### src/rtl/ascon_bridge_pkg.sv
// ascon_bridge_pkg: shared command, state and error-bit definitions for the Ascon stream bridge
package ascon_bridge_pkg;
   typedef enum logic [2:0] {
      C_IDLE, C_KEY, C_NONCE, C_DATA, C_TAG, C_ENC, C_DEC, C_ABORT
   } cmd_e;
   typedef enum logic [1:0] {IDLE, DATA, TAIL} state_e;
   localparam int ERR_START = 0;
   localparam int ERR_LAST  = 1;
endpackage

### src/rtl/bridge_fifo.sv
// bridge_fifo: synchronous FIFO with wrap-bit pointers; push is honoured when full if a pop frees a slot
module bridge_fifo #(
   parameter int W     = 9,
   parameter int DEPTH = 16
) (
   input  logic         clk,
   input  logic         rst,
   input  logic         flush,
   input  logic         push,
   input  logic         pop,
   input  logic [W-1:0] din,
   output logic [W-1:0] dout,
   output logic         full,
   output logic         empty
);
   localparam int AW = $clog2(DEPTH);
   logic [W-1:0] mem [DEPTH];
   logic [AW:0]  wp, rp;
   logic         wr, rd;
   assign empty = wp == rp;
   assign full  = (wp[AW] != rp[AW]) && (wp[AW-1:0] == rp[AW-1:0]);
   assign rd    = pop && !empty;
   assign wr    = push && (!full || rd);
   assign dout  = empty ? '0 : mem[rp[AW-1:0]];
   always_ff @(posedge clk) begin
      if (rst || flush) begin
         wp <= '0;
         rp <= '0;
      end else begin
         if (wr) wp <= wp + 1'b1;
         if (rd) rp <= rp + 1'b1;
      end
   end
   always_ff @(posedge clk) begin
      if (wr) mem[wp[AW-1:0]] <= din;
   end
endmodule

### src/rtl/ascon_stream_bridge.sv
// ascon_stream_bridge: IO_W-bit command/data stream to ascon_aead key/nonce/AXIS/tag ports,
// with a buffered output FIFO, decrypt tag check, abort and sticky error flags
module ascon_stream_bridge
   import ascon_bridge_pkg::*;
#(
   parameter int IO_W       = 8,
   parameter int BLK_W      = 64,
   parameter int KEY_W      = 128,
   parameter int FIFO_DEPTH = 16
) (
   input  logic             clk,
   input  logic             rst,
   input  logic [IO_W-1:0]  in_data,
   input  logic [2:0]       in_cmd,
   input  logic             in_last,
   input  logic             in_valid,
   output logic             in_ready,
   output logic [IO_W-1:0]  out_data,
   output logic             out_is_tag,
   output logic             out_valid,
   input  logic             out_ready,
   output logic             busy,
   output logic             auth_done,
   output logic             auth_fail,
   output logic [1:0]       err,
   output logic             core_start_enc,
   output logic             core_start_dec,
   output logic [KEY_W-1:0] core_key,
   output logic [KEY_W-1:0] core_nonce,
   output logic [KEY_W-1:0] core_tag_in,
   output logic             core_s_tvalid,
   input  logic             core_s_tready,
   output logic [BLK_W-1:0] core_s_tdata,
   output logic             core_s_tlast,
   input  logic             core_m_tvalid,
   output logic             core_m_tready,
   input  logic [BLK_W-1:0] core_m_tdata,
   input  logic             core_m_tlast,
   input  logic [KEY_W-1:0] core_tag_out,
   input  logic             core_tag_valid,
   input  logic             core_busy,
   input  logic             core_auth_fail
);
   localparam int WPB = BLK_W / IO_W;
   localparam int WPK = KEY_W / IO_W;
   localparam int BW  = $clog2(WPB + 1);
   localparam int KW  = $clog2(WPK + 1);
   localparam logic [BW-1:0] B_N    = BW'(WPB);
   localparam logic [BW-1:0] B_LAST = BW'(WPB - 1);
   localparam logic [KW-1:0] K_N    = KW'(WPK);
   localparam logic [KW-1:0] K_LAST = KW'(WPK - 1);
   state_e            state, nxt;
   cmd_e              cmd;
   logic [KW-1:0]     kn, nn, tcnt;
   logic              key_ok, nonce_ok, dec;
   logic [BW-1:0]     bcnt, ser_cnt;
   logic [BLK_W-1:0]  ser, shifted, nxt_blk;
   logic [KEY_W-1:0]  tag;
   logic              tag_v, tag_done, data_done;
   logic              xfer, is_start, start_ok, dat, blk_end, abort, s_hs, m_hs;
   logic              full, empty, push_ok, ser_push, tag_push;
   logic [IO_W:0]     din;
   int                sh;
   assign cmd      = cmd_e'(in_cmd);
   assign in_ready = (cmd == C_ENC || cmd == C_DEC) ? !core_busy :
                     (cmd == C_KEY || cmd == C_NONCE || cmd == C_TAG) ? state != DATA :
                     (cmd == C_DATA) ? !(state == DATA && core_s_tvalid) : 1'b1;
   assign xfer     = in_valid && in_ready;
   assign is_start = xfer && (cmd == C_ENC || cmd == C_DEC) && state == IDLE;
   assign start_ok = is_start && key_ok && nonce_ok;
   assign dat      = xfer && cmd == C_DATA && state == DATA;
   assign blk_end  = dat && (in_last || bcnt == B_LAST);
   assign abort    = xfer && cmd == C_ABORT;
   assign s_hs     = core_s_tvalid && core_s_tready;
   assign m_hs     = core_m_tvalid && core_m_tready;
   assign busy     = state != IDLE;
   assign core_m_tready = ser_cnt == '0 && state != IDLE;
   assign push_ok  = !full || out_ready;
   assign ser_push = ser_cnt != '0 && push_ok;
   // tag words may only follow once every data word has left the serializer
   assign tag_push = ser_cnt == '0 && data_done && tag_v && push_ok;
   assign din      = ser_push ? {1'b0, ser[BLK_W-1 -: IO_W]} : {1'b1, tag[KEY_W-1 -: IO_W]};
   assign out_valid = !empty;
   // a short final block is left-justified so the core sees zero padding in the low bits
   always_comb begin
      shifted = {core_s_tdata[BLK_W-IO_W-1:0], in_data};
      sh      = IO_W * (WPB - 1 - int'(bcnt));
      nxt_blk = in_last ? shifted << sh : shifted;
   end
   always_comb begin
      nxt = state;
      if (start_ok) nxt = DATA;
      if (state == DATA && s_hs && core_s_tlast) nxt = TAIL;
      if (state == TAIL && tag_done && data_done && ser_cnt == '0 && !tag_v) nxt = IDLE;
      if (abort) nxt = IDLE;
   end
   always_ff @(posedge clk) begin
      if (rst) state <= IDLE;
      else state <= nxt;
   end
   always_ff @(posedge clk) begin
      if (rst) begin
         core_key       <= '0;
         core_nonce     <= '0;
         core_tag_in    <= '0;
         kn             <= '0;
         nn             <= '0;
         key_ok         <= 1'b0;
         nonce_ok       <= 1'b0;
         dec            <= 1'b0;
         core_start_enc <= 1'b0;
         core_start_dec <= 1'b0;
         core_s_tvalid  <= 1'b0;
         core_s_tlast   <= 1'b0;
         core_s_tdata   <= '0;
         bcnt           <= '0;
         ser            <= '0;
         ser_cnt        <= '0;
         data_done      <= 1'b0;
         tag            <= '0;
         tag_v          <= 1'b0;
         tcnt           <= '0;
         tag_done       <= 1'b0;
         auth_done      <= 1'b0;
         auth_fail      <= 1'b0;
         err            <= '0;
      end else begin
         core_start_enc <= start_ok && cmd == C_ENC;
         core_start_dec <= start_ok && cmd == C_DEC;
         if (xfer && cmd == C_KEY) begin
            core_key <= {core_key[KEY_W-IO_W-1:0], in_data};
            if (kn != K_N) kn <= kn + 1'b1;
            if (kn == K_LAST) key_ok <= 1'b1;
         end
         if (xfer && cmd == C_NONCE) begin
            core_nonce <= {core_nonce[KEY_W-IO_W-1:0], in_data};
            if (nn != K_N) nn <= nn + 1'b1;
            if (nn == K_LAST) nonce_ok <= 1'b1;
         end
         if (xfer && cmd == C_TAG) core_tag_in <= {core_tag_in[KEY_W-IO_W-1:0], in_data};
         if (is_start && !start_ok) err[ERR_START] <= 1'b1;
         if (start_ok) begin
            dec       <= cmd == C_DEC;
            auth_done <= 1'b0;
            auth_fail <= 1'b0;
            data_done <= 1'b0;
            tag_done  <= 1'b0;
            tag_v     <= 1'b0;
         end
         if (dat) begin
            core_s_tdata <= nxt_blk;
            bcnt         <= blk_end ? '0 : bcnt + 1'b1;
            if (blk_end) core_s_tvalid <= 1'b1;
            if (blk_end) core_s_tlast <= in_last;
            if (in_last && bcnt != B_LAST) err[ERR_LAST] <= 1'b1;
         end
         if (s_hs) core_s_tvalid <= 1'b0;
         if (m_hs) begin
            ser     <= core_m_tdata;
            ser_cnt <= B_N;
            if (core_m_tlast) data_done <= 1'b1;
         end else if (ser_push) begin
            ser     <= {ser[BLK_W-IO_W-1:0], {IO_W{1'b0}}};
            ser_cnt <= ser_cnt - 1'b1;
         end
         if (core_tag_valid && dec) begin
            auth_done <= 1'b1;
            auth_fail <= core_auth_fail;
            tag_done  <= 1'b1;
         end else if (core_tag_valid) begin
            tag   <= core_tag_out;
            tag_v <= 1'b1;
            tcnt  <= '0;
         end else if (tag_push) begin
            tag  <= {tag[KEY_W-IO_W-1:0], {IO_W{1'b0}}};
            tcnt <= tcnt + 1'b1;
            if (tcnt == K_LAST) tag_v <= 1'b0;
            if (tcnt == K_LAST) tag_done <= 1'b1;
         end
         if (abort) begin
            core_s_tdata  <= '0;
            core_s_tvalid <= 1'b0;
            core_s_tlast  <= 1'b0;
            bcnt          <= '0;
            ser           <= '0;
            ser_cnt       <= '0;
            tag_v         <= 1'b0;
            tcnt          <= '0;
            data_done     <= 1'b0;
            tag_done      <= 1'b0;
            err           <= '0;
         end
      end
   end
   bridge_fifo #(.W(IO_W + 1), .DEPTH(FIFO_DEPTH)) u_fifo (
      .clk   (clk),
      .rst   (rst),
      .flush (abort),
      .push  (ser_push || tag_push),
      .pop   (out_ready),
      .din   (din),
      .dout  ({out_is_tag, out_data}),
      .full  (full),
      .empty (empty)
   );
endmodule

### config.mk
export PLATFORM = sky130hd
export DESIGN_NAME = ascon_stream_bridge
export DESIGN_NICKNAME = d
export VERILOG_FILES = /design/src/rtl/ascon_bridge_pkg.sv /design/src/rtl/bridge_fifo.sv /design/src/rtl/ascon_stream_bridge.sv
export SDC_FILE = /design/constraint.sdc
export NUM_CORES = 2
export LEC_CHECK = 0
export ABC_AREA = 1
export CAP_MARGIN = 25
export CORE_ASPECT_RATIO = 1.75
export CORE_UTILIZATION = 47
export DETAILED_ROUTE_END_ITERATION = 7
export GPL_TIMING_DRIVEN = 0
export PLACE_DENSITY = 0.77
export SLEW_MARGIN = 20
export SYNTH_ARGS = -nofsm -noshare
export SYNTH_HDL_FRONTEND = slang
export SYNTH_SLANG_ARGS = --single-unit
### constraint.sdc
create_clock -name clk -period 2.4 [get_ports clk]
set_input_delay 0.72 -clock clk [delete_from_list [all_inputs] [get_ports clk]]
set_output_delay 0.72 -clock clk [all_outputs]
set_load 0.01 [all_outputs]
Word-level counts from Yosys, hierarchy flattened

Memories as Yosys holds them, arrays and structs flattened. A register that Yosys moved wholly into a read port is not among the register bits.
Index checks and enable logic that the tools add are counted.

Flip-flop bits (word level): 689
Memory bits (writable): 144
Input bits: 214
Word-level logic and storage cells: 166
Memories: 1

Memory list:

| name       | words | width | read ports | clocked after memory_dff | write ports | line              | RTL |
|---|---|---|---|---|---|---|---|
| u_fifo.mem | 16    | 9     | 1          | 1                        | 1           | bridge_fifo.sv:17 | `logic [W-1:0] mem [DEPTH];` |

Add/sub/neg operators: 8
Eq/ne operators: 20
Shifts and indexed selects: 1
Muxes and demuxes: 37
Bitwise operators: 1
Reductions and logical operators: 68

Operators by type and width:

| cell                                                 | number |
|---|---|
| 2-to-1 mux 128 bit                                   | 2 |
| 2-to-1 mux 64 bit                                    | 3 |
| << shifter 64 x 32 -> 64 bit                         | 1 |
| logical AND 1 bit                                    | 34 |
| adder 5 x 1 -> 5 bit (second input constant)         | 5 |
| 2-to-1 mux 1 bit                                     | 21 |
| 2-to-1 mux 4 bit                                     | 5 |
| 2-to-1 mux 9 bit                                     | 2 |
| equality test 5 x 4 -> 1 bit (second input constant) | 3 |
| AND reduction 2 bit                                  | 7 |
| equality test 3 bit (second input constant)          | 4 |
| 2-to-1 mux 5 bit                                     | 2 |
| != test 5 bit (second input constant)                | 2 |
| nonzero test 2 bit                                   | 5 |
| OR reduction 3 bit                                   | 3 |
| logical OR 1 bit                                     | 8 |
| equality test 3 x 2 -> 1 bit (second input constant) | 2 |
| zero test 1 bit                                      | 6 |
| equality test 5 bit                                  | 1 |
| subtractor 3 x 4 -> 5 bit (first input constant)     | 1 |
| adder 4 x 1 -> 4 bit (second input constant)         | 1 |
| equality test 4 x 3 -> 1 bit (second input constant) | 1 |
| equality test 4 bit                                  | 1 |
| zero test 4 bit                                      | 1 |
| other kinds (13)                                     | 14 |

Depth between registers and ports, before layout

Depth in word-level cells: 16
Depth in mapped cells: 14
Gate-level depth less buffers: 12

Hierarchy

From an unflattened synthesis, not the netlist that was laid out.

Cell total of the unflattened synthesis: 4,391
Area, all modules: 34,399.2 sq um

By module, submodules not included:

| module              | instances | cells each | area an instance (sq um) | seq. area each (sq um) |
|---|---|---|---|---|
| ascon_stream_bridge | 1         | 3,796      | 27,629.0                 | 13,593.0 |
| bridge_fifo         | 1         | 595        | 6,770.2                  | 4,604.4 |

Least setup slack after synthesis

Ideal clock, no wire load.

Kind: input to register
Start point: in out_ready
End point: mem u_fifo.mem[0][0] (data pin)
Library setup time: 0.330 ns
Data arrival time: 2.197 ns
Path slack: -0.127 ns
Stages: 6
Path buffers: 2
Path through: nor2_1 nand3_1 nand2_1 buf_2 buf_1 o21ai_0

Longest elaborated chain between the ends: 3

RTL lines:

| element           | line                      | RTL |
|---|---|---|
| from (decl)       | ascon_stream_bridge.sv:21 | `input logic out_ready,` |
| logical OR 1 bit  | ascon_stream_bridge.sv:78 | `assign push_ok = !full \|\| out_ready;` |
| logical AND 1 bit | ascon_stream_bridge.sv:79 | `assign ser_push = ser_cnt != '0 && push_ok;` |
| 2-to-1 mux 9 bit  | ascon_stream_bridge.sv:82 | `assign din = ser_push ? {1'b0, ser[BLK_W-1 -: IO_W]} : {1'b1, tag[KEY_W-1 -: IO_W]};` |
| via din[0]        | ascon_stream_bridge.sv:62 | `logic [IO_W:0] din;` |
| to (decl)         | bridge_fifo.sv:17         |  |

The timed path passes the listed nets, and every way through them passes these cells.

==> metrics.md <==
| Metric | Value |
|---|---|
| Port-buffer cells | 681 |
| Maximum single-stage delay on the critical path | 0.38 ns |
| Count of endpoints failing setup in the final report | 25 |
| Distinct cell type count of the synthesized netlist | 36 |
| Worst path setup slack after routing | -0.643 ns |
| Maximum vdd ir drop | 0.634 mV |
| Most frequent cells in the layout | 1138 x nor2_1, 907 x nand2_1, 633 x dfxtp_1 |
| Register bit total from synthesis | 837 |
| Initial core utilization | 0.476 |
| Most frequent standard cell in the layout excluding fill and tap cells | nor2_1 |
| Area fraction of the dominant cell type after synthesis | 0.399 |
| Final estimated routing congestion in global placement | 1.00 |
| Cell taking the most area after synthesis | dfxtp_1 |
| Setup repair after global routing missed its margin | yes |
| Avg Inst Size Synth | 7.46 um^2 |
| Die Y-Extent | 362 um |
| Global route overflow | 0 |
| Count of warnings emitted by yosys | 0 |
| Via count of the first global-routing pass | 33.6k |
| CP endpoint kind | output port |
| Result of the run | complete, but fails checks |
| Endpoint required time on the critical path | 1.68 ns |
| Number of CTS-inserted buffers | 76 |
| Number of hold-slack violations in the final timing report | 0 |
| Leakage dissipation | 20.4 nW |
| DP Wirelength | 100000 um |
| Worst-path clk slew | 0.07 ns |
| Syn Nets | 4896 |
| Critical path class | flop to output port |
| Wire length of the first global-routing pass | 200000 um |
| Level count of the clock H-tree | 3 |
| Detailed-route wire length | 136000 um |
| Levels on crit path | 7 |
| Global router's overall resource usage | 0.347 |
| Failing checks | setup timing |
| Synthesis-to-layout area growth | 34.9% |
| NumNets Final | 5708 |
| Antenna-violating nets left | 0 |
| Netlist Area Pre-Place | 0.0348 mm^2 |
| X dimension of the die | 208 um |
| WL/cell | 21.0 um |
| Post-synthesis cell count | 4666 |
| Router iterations before antenna repair | 8 |
| Clock Sink Count | 837 |
| Seq/Total Area, Yosys | 0.523 |
| Leading cell types by total area after synthesis | dfxtp_1 40%, nor2_1 13%, edfxtp_1 12% |
| Die Outline Area | 0.0752 mm^2 |
| Buffers and inverters on the worst path | 3 |
| Critical-path maximum fanout | 7 |
| Total area of sequential cells | 0.0183 mm^2 |
| Layout cells sized above 1 | 0.110 |
| Master of the slowest instance on the critical path | dfxtp_4 |
| Depth of the worst register-to-register path | 9 |
| Final setup skew | 0.0288 ns |
| Detailed Route Iter0 Violations | 3178 |
| Slew @ Worst Pin | 0.837 ns |
| Family with the most delay on the worst path | compound AO/OA/AOI/OAI gates |
| Signal arrival time at the worst endpoint | 2.32 ns |
| Max Fclk | 0.329 GHz |
| Slew Limit Fails | 0 |
| Hold buffer count at cts | 0 |
| Post-placement worst setup slack | -1.29 ns |
| Area of the multi-input gates | 0.0152 mm^2 |
| DRC | 0 |
| Cells on Worst Hold Path | 3 |
| Root Buffer Master | clkbuf_16 |
| Tcrit/Tclk final | 1.27 |
| Cells traversed along the worst timing path | buf_8 > clkbuf_16 > o211ai_1 > nand3_2 > a21oi_2 > a211oi_2 > buf_2 |
| Max Root-Sink Buffers | 3 |
| Util after Layout | 0.642 |
| Clock insertion delay at the later pin of the skew report | 0.68 ns |
| Kind of start point of the critical path | flop |
| CTS tree | done |
| Number of antenna violations at the first check in global routing | 12 |
| Power Density | 757 mW/mm^2 |
| Filler cells | 6208 |
| Via count | 35.1k |
| MaxCap Viol Count | 0 |
| Pin count of the biggest net entering global routing | 26 |
| Hold/Removal Path Class | input port to flop |
| Floorplan row count | 131 |
| Via-to-Cell Ratio | 5.42 |
| Hold Worst Slack | 0.396 ns |
| Ports placed on the boundary | 683 |
| Area of the core region | 0.0731 mm^2 |
| Max_slew headroom | 0.442 |
| Tmin final | 3.04 ns |
## through the flow
| stage | cell area, um^2 | power, mW | setup TNS (ns) | cells |
|---|---|---|---|---|
| finish | 46900 | 35.5 | -5.67 | 6479 |
| detailed placement | 42800 | 21.5 | -739.14 | 6280 |
| global placement | 42800 | 21.4 | -743.18 | 6278 |
| floorplan | 34800 | 18.8 | 0 | 4666 |
| global route | 46900 | 36.7 | -6.76 | 6478 |
| CTS | 46300 | 35.0 | -5.16 | 6446 |
## worst register-to-register path: stages (launching register included)
cell and delay [ns]:
dfxtp_4 0.37, xor2_2 0.19, nor2_4 0.17, buf_4 0.14, nand3_2 0.20, nand2_2 0.18, clkbuf_4 0.25, buf_12 0.23
nand2_1 0.21, o21ai_2 0.25
## state kept, by name, indices dropped and copies added (netlist names), 64 cells and up, named ones only
signal and flops:
core_key 128, core_nonce 128, core_s_tdata 64, core_tag_in 128, ser 64, tag 128, u_fifo.mem 144
## cells by family after synthesis
group                    after synthesis  synth area share
flip-flops                           837             0.523
buffers and inverters                489            0.0605
AND/OR/NAND/NOR                     2286             0.255
adder cells (fa/ha/maj)               16           0.00575
XOR/XNOR                              15           0.00377
AO/OA/AOI/OAI                       1023             0.152
## cell usage after synthesis, drive strengths merged
| library cell | n |
|---|---|
| dfxtp | 693 |
| a31oi | 1 |
| nand3 | 150 |
| nand4 | 4 |
| clkbuf | 180 |
| o31ai | 5 |
| a211oi | 9 |
| xor2 | 12 |
| nand2 | 929 |
| edfxtp | 144 |
| o21ai | 724 |
| nor3b | 1 |
| inv | 157 |
| a22o | 1 |
| nor2 | 1197 |
| nor3 | 3 |
| o22ai | 4 |
| clkinv | 6 |
| ha | 16 |
| a22oi | 4 |
| buf | 146 |
| a21oi | 228 |
| o2111ai | 1 |
| o211ai | 46 |
| xnor2 | 3 |
| or2 | 2 |
## path summary, 6_finish.rpt
kind	startpoint	end	slack [ns]
setup / recovery	flop	out_is_tag	-0.64
hold / removal	in_cmd[0]	core_start_enc	0.40
hold reg to reg	tag_v	tag_v	0.46
setup reg to reg	u_fifo.rp[2]	u_fifo.mem[4][6]	-0.02
## timing repair
item / CTS / global route
gates cloned: 2 / 2
buffers inserted: 30 / 24
endpoints found under the setup margin: 765 / 417
pin swaps: 45 / 28
gates resized for setup: 439 / 158
## metal layers
metal / part of all wire / vias to the layer above / GRT usage
met2: 0.48 / 1716 / 0.591
met3: 0.090 / 422 / 0.0919
li1: - / 16785 / -
met1: 0.36 / 16181 / 0.380
met4: 0.067 / 4 / 0.230
met5: 0.00016 / - / 0
## where the power goes
group	switching [mW]	internal, mW	total [mW]
logic	4.46	2.74	7.20
clock network	5.67	7.09	12.8
registers	0.417	15.2	15.6
## final cells by class
type                            instances  share of cell area
Multi-Input combinational cell       3342               0.324
Timing Repair Buffer                  738               0.155
Inverter                              163              0.0135
Buffer                                320              0.0368
Clock inverter                         35             0.00760
Sequential cell                       837               0.390
Antenna cell                           10            0.000533
Clock buffer                          103              0.0473
Tap cell                              931              0.0248
(Power assumes the default switching activity.)
